<file path="config.mk">
export PLATFORM = sky130hd
export DESIGN_NAME = capture_seq
export DESIGN_NICKNAME = d
export VERILOG_FILES = /design/src/rtl/la_pkg.sv /design/src/rtl/wrap_cnt.sv /design/src/rtl/capture_seq.sv
export SDC_FILE = /design/constraint.sdc
export NUM_CORES = 1
export LEC_CHECK = 0
export CAP_MARGIN = 15
export CORE_AREA = 2 2 106 108
export CTS_CLUSTER_DIAMETER = 200
export CTS_CLUSTER_SIZE = 14
export DETAILED_ROUTE_END_ITERATION = 10
export DIE_AREA = 0 0 108 110
export DONT_BUFFER_PORTS = 1
export PLACE_DENSITY = 0.46
export SYNTH_ARGS = -nofsm -noshare
export SYNTH_HDL_FRONTEND = slang
export SYNTH_SLANG_ARGS = --single-unit
</file>
<file path="constraint.sdc">
create_clock -name clk -period 3.4 [get_ports clk]
set_input_delay 0.34 -clock clk [delete_from_list [all_inputs] [get_ports clk]]
set_output_delay 0.34 -clock clk [all_outputs]
set_load 0.01 [all_outputs]
</file>
<file path="src/rtl/la_pkg.sv">
// Shared logic-analyzer constants and the capture sequencer state type.
// cmd_cfg and the RAM wrappers pull their sizing from here too.
package la_pkg;

    localparam int LA_ENTRIES = 384;
    localparam int LA_LOG2    = 9;

    typedef enum logic [1:0] {
        IDLE,
        PRETRIG,
        POSTTRIG,
        DONE
    } capseq_state_t;

endpackage

</file>
<file path="src/rtl/wrap_cnt.sv">
// Modulo-ENTRIES address counter; ENTRIES need not be a power of two.
// Priority is clr over load over inc.
module wrap_cnt
    import la_pkg::*;
#(
    parameter int ENTRIES = LA_ENTRIES,
    parameter int LOG2    = LA_LOG2
) (
    input  logic            clk,
    input  logic            rst,
    input  logic            clr,
    input  logic            load,
    input  logic [LOG2-1:0] load_val,
    input  logic            inc,
    output logic [LOG2-1:0] cnt
);

    localparam logic [LOG2-1:0] LAST = LOG2'(ENTRIES - 1);

    always_ff @(posedge clk) begin
        if (rst) begin
            cnt <= '0;
        end else if (clr) begin
            cnt <= '0;
        end else if (load) begin
            cnt <= load_val;
        end else if (inc) begin
            cnt <= (cnt == LAST) ? '0 : cnt + LOG2'(1);
        end
    end

endmodule

</file>
<file path="src/rtl/capture_seq.sv">
// Capture and read-out sequencer for the logic-analyzer sample RAM:
// circular pre-trigger writes, post-trigger count, then paced dump addressing.
module capture_seq
    import la_pkg::*;
#(
    parameter int ENTRIES = LA_ENTRIES,
    parameter int LOG2    = LA_LOG2
) (
    input  logic            clk,
    input  logic            rst,
    input  logic            run,
    input  logic            smpl_en,
    input  logic            triggered,
    input  logic [LOG2-1:0] trig_pos,
    input  logic            strt_rd,
    output logic            we,
    output logic [LOG2-1:0] waddr,
    output logic [LOG2-1:0] raddr,
    output logic            armed,
    output logic            capture_busy,
    output logic            set_capture_done,
    output logic            rd_done
);

    localparam logic [LOG2:0]   ENT  = (LOG2+1)'(ENTRIES);
    localparam logic [LOG2-1:0] LAST = LOG2'(ENTRIES - 1);

    capseq_state_t   state;
    logic [LOG2-1:0] tp_eff;
    logic [LOG2:0]   tp_ext;
    logic [LOG2:0]   pre_cnt;
    logic [LOG2:0]   pre_nxt;
    logic [LOG2:0]   post_cnt;
    logic [LOG2:0]   rd_cnt;
    logic            we_int;
    logic            post_room;
    logic            post_last;
    logic            arm_hit;
    logic            rd_ok;
    logic            rd_step;
    logic [LOG2-1:0] waddr_inc;
    logic [LOG2-1:0] raddr_load;

    assign tp_ext       = {1'b0, tp_eff};
    assign post_room    = post_cnt < tp_ext;
    assign capture_busy = (state == PRETRIG) || (state == POSTTRIG);

    // run wins over a coincident sample, and a capture stops writing once tp_eff is reached
    assign we_int = smpl_en && !run && !rst &&
                    ((state == PRETRIG) || ((state == POSTTRIG) && post_room));
    assign we     = we_int;

    assign pre_nxt   = (we_int && (state == PRETRIG) && (pre_cnt < ENT)) ?
                       pre_cnt + (LOG2+1)'(1) : pre_cnt;
    assign arm_hit   = (state == PRETRIG) && (pre_nxt >= ENT - tp_ext);
    assign post_last = (state == POSTTRIG) && !run &&
                       (!post_room || (we_int && (post_cnt + (LOG2+1)'(1) == tp_ext)));

    assign rd_ok   = (state == DONE) && (rd_cnt < ENT);
    assign rd_step = strt_rd && rd_ok && !run;

    // The dump starts at the oldest sample, which is where the final write leaves waddr
    assign waddr_inc  = (waddr == LAST) ? '0 : waddr + LOG2'(1);
    assign raddr_load = we_int ? waddr_inc : waddr;

    wrap_cnt #(
        .ENTRIES (ENTRIES),
        .LOG2    (LOG2)
    ) u_wcnt (
        .clk      (clk),
        .rst      (rst),
        .clr      (run),
        .load     (1'b0),
        .load_val ('0),
        .inc      (we_int),
        .cnt      (waddr)
    );

    wrap_cnt #(
        .ENTRIES (ENTRIES),
        .LOG2    (LOG2)
    ) u_rcnt (
        .clk      (clk),
        .rst      (rst),
        .clr      (1'b0),
        .load     (post_last),
        .load_val (raddr_load),
        .inc      (rd_step),
        .cnt      (raddr)
    );

    always_ff @(posedge clk) begin
        if (rst) begin
            state            <= IDLE;
            tp_eff           <= '0;
            pre_cnt          <= '0;
            post_cnt         <= '0;
            rd_cnt           <= '0;
            armed            <= 1'b0;
            set_capture_done <= 1'b0;
            rd_done          <= 1'b0;
        end else begin
            set_capture_done <= 1'b0;
            // Any read request that will not step the address is answered so cmd_cfg never stalls
            rd_done          <= strt_rd && (run || !rd_ok);
            if (run) begin
                state    <= PRETRIG;
                tp_eff   <= (trig_pos > LAST) ? LAST : trig_pos;
                pre_cnt  <= '0;
                post_cnt <= '0;
                rd_cnt   <= '0;
                armed    <= 1'b0;
            end else begin
                case (state)
                    PRETRIG: begin
                        pre_cnt <= pre_nxt;
                        if (arm_hit) begin
                            armed <= 1'b1;
                        end
                        if (triggered && armed) begin
                            state <= POSTTRIG;
                        end
                    end
                    POSTTRIG: begin
                        if (we_int) begin
                            post_cnt <= post_cnt + (LOG2+1)'(1);
                        end
                        if (post_last) begin
                            state            <= DONE;
                            set_capture_done <= 1'b1;
                        end
                    end
                    DONE: begin
                        if (rd_step) begin
                            rd_cnt <= rd_cnt + (LOG2+1)'(1);
                        end
                    end
                    default: ;
                endcase
            end
        end
    end

endmodule

</file>
==> out/qor.yml <==
clock_network:
  cts_sinks: 62
  cts_buffers: 9
  h-tree-depth: 3
  cts-root-buf: "clkbuf_8"
  cts_tree: "built"
  hold_buffers: 0
  clk_latency_ns: 0.35
  ctsResizeCount: 0
  cts_buffer_depth: 2
  post_cts_buffers: 0
  path_clk_slew_ns: 0.08
cells_and_area:
  nNetsFinal: 484
  layout_common_cells: "62 x nor2_1, 62 x dfxtp_1, 30 x nand2_1"
  syn2layout_area_growth_pct: 10.10
  drive_gt1_share_pct: 9.417
  antenna_cells: 0
  final_util_pct: 38.13
floorplan:
  chipHeight_um: 110
  coreArea_um2: 10700
  top_level_ports: 38
  die_x_um: 108
  initial_core_util_pct: 34.63
  dieArea_um2: 11880
  rows: 38
logic_synthesis:
  seq_area_frac_synth_pct: 33.50
  synthFlopType: "dfxtp_1"
  ys_warn_count: 0
  synth_enable_flop_cells: 0
  syn-instance-count: 443
  syn-cell-area_um2: 3705
  synth_top_cell_by_area: "dfxtp_1"
  synth_cell_types: 56
  async_flop_share_pct: 0
  avgSynthCellArea_um2: 8.363
  yosysTopAreaCellShare_pct: 33.50
  ys_ff_latch: 62
  synth.area.top_cells: "dfxtp_1 34%, ha_1 9.5%, nor2_1 6.3%, xnor2_1 6.1%, xor2_1 3.5%"
  syn_nets: 486
sta:
  setup_ws_ns: 0.5063
  finalSetupViolCount: 0
  fmax_mhz: 345.6
  period_share_pct: 85.11
  slew_headroom_pct: 44.16
  rsz0062_at_grt: "no"
  worst_slew_pin_slew_ns: 0.8359
  worst_clock_skew_ns: 0.01128
  min_period_ns: 2.894
  final_hold_viol_count: 0
  slew_violations: 0
  fin_tns_setup_ns: 0
placement:
  port_buffers: 0
  pre_cts_ws_ns: 0.5353
  hpwl_um: 6986
  globalplace.congestion: 0.8035
pwr:
  seqPwrFrac_pct: 45.7
  internal_power_mw: 1.213
  power.leakage_nw: 1.513
  power.switching_uw: 430.6
  pwr-share-clk_pct: 46.4
  comb_power_share_pct: 7.9
  powerDensity_nw_per_um2: 402.8
  irDropWorstVdd_mv: 0.1882
  finalPower_mw: 1.643
  power.share.switching_pct: 26.20
routing:
  drt_iter0_drc: 166
  wl_per_cell_um: 15.70
  vias_per_cell: 5.142
  drt-pass1-iter-count: 4
  dr_total_vias: 3013
  drc_errors: 0
  ant_nets: 0
  wirelength_um: 9201
min_path:
  hp-class: "input port to flip-flop"
status:
  outcome: "finished clean"
critical_path:
  end_kind: "flip-flop"
  critical_path_class: "flip-flop to flip-flop"
  cp-start-kind: "flip-flop"
  cp.required_ns: 3.67
  arrival_ns: 3.16
  worst-path-max-fanout: 7
global_routing:
  grt_pass1_wl_um: 15080
  grt_overflow: 0
  grt_usage_pct: 16.54
  grt_pass1_vias: 2981
  grt_max_degree: 33
  antenna_found_initial: 0
flow_run:
  drv_cap: 0
sequential cells by signal, indices dropped and copies added (netlist names):
signal and count:
post_cnt 10, pre_cnt 10, rd_cnt 10, tp_eff 9
u_rcnt.cnt 9, u_wcnt.cnt 9, state 2, armed 1
rd_done 1, set_capture_done 1
cells in the mapped netlist (4+ instances only):
library cell / number
xnor2_1: 26
ha_1: 28
and2_1: 12
nor3_1: 14
mux2_2: 5
o21ai_0: 13
nor2b_1: 4
a31oi_1: 4
nand2_1: 30
dfxtp_1: 62
nand3_1: 20
o31ai_1: 4
nor4_1: 5
nand4_1: 8
clkbuf_1: 17
a211oi_1: 11
inv_1: 23
mux2i_1: 8
a21oi_1: 14
nor2_1: 62
and3_1: 5
xor2_1: 15
per-stage QoR:
stage          area [um2]  hold WS, ns  instances
5_1_grt              4079      0.01694        586
6_report             4079      0.04648        586
3_3_place_gp         3850       0.4087        570
2_1_floorplan        3705       0.4305        443
3_5_place_dp         3850       0.4112        570
4_1_cts              4079      0.03206        586
final timing paths:
path	end	depth (start not counted)	slack, ns	startpoint
min	u_rcnt.cnt[5]	1	0.05	rst
min reg2reg	rd_cnt[9]	1	0.47	rd_cnt[9]
max reg2reg	armed	12	0.51	state[0]
max	armed	12	0.51	state[0]
per-layer routing:
metal  vias to the layer above  global-route usage [%]  wire (um)
met5                         -                       0          0
met4                         0                   5.495        177
met3                        13                   6.114        526
met2                        45                   28.48       4370
met1                      1405                   19.02       4127
li1                       1550                       -          -
critical path, cell delays in order (launching register included):
cell and delay [ns]:
dfxtp_1 0.39, ha_1 0.34, inv_1 0.12, a2111oi_1 0.30, buf_4 0.22, nand3_1 0.13
nor3_1 0.23, xor2_1 0.23, ha_1 0.20, o21ai_0 0.09, a21oi_1 0.21, o211ai_1 0.14
a31oi_1 0.21
power by group through the flow:
stage,clock network (mW),registers (mW),logic [mW]
floorplan,0,0.761,0.108
global placement,0,0.768,0.131
detailed placement,0,0.768,0.132
CTS,0.780,0.751,0.133
global route,0.814,0.753,0.151
finish,0.762,0.751,0.130
kinds of logic after synthesis:
| kind of cell | count (synthesis) | share of synthesized area, % |
|---|---|---|
| AOI/OAI and AO/OA | 73 | 14.49 |
| xor gates and xnor gates | 41 | 9.693 |
| muxes | 13 | 3.681 |
| and+or+nand+nor | 182 | 24.42 |
| DFF | 62 | 33.50 |
| adders and majority gates | 28 | 9.456 |
| buffers and inverters | 44 | 4.762 |
area by class of cell:
cell class / instances / area [um2]
clock buffer: 9 / 123.9
clock inverter: 7 / 105.1
fill: 1130 / 6619
inverter: 23 / 86.33
multi-input combinational: 337 / 2287
sequential: 62 / 1241
tap: 140 / 175.2
timing repair buffer: 8 / 60.06
No activity file was read; power rests on OpenSTA's default activity.
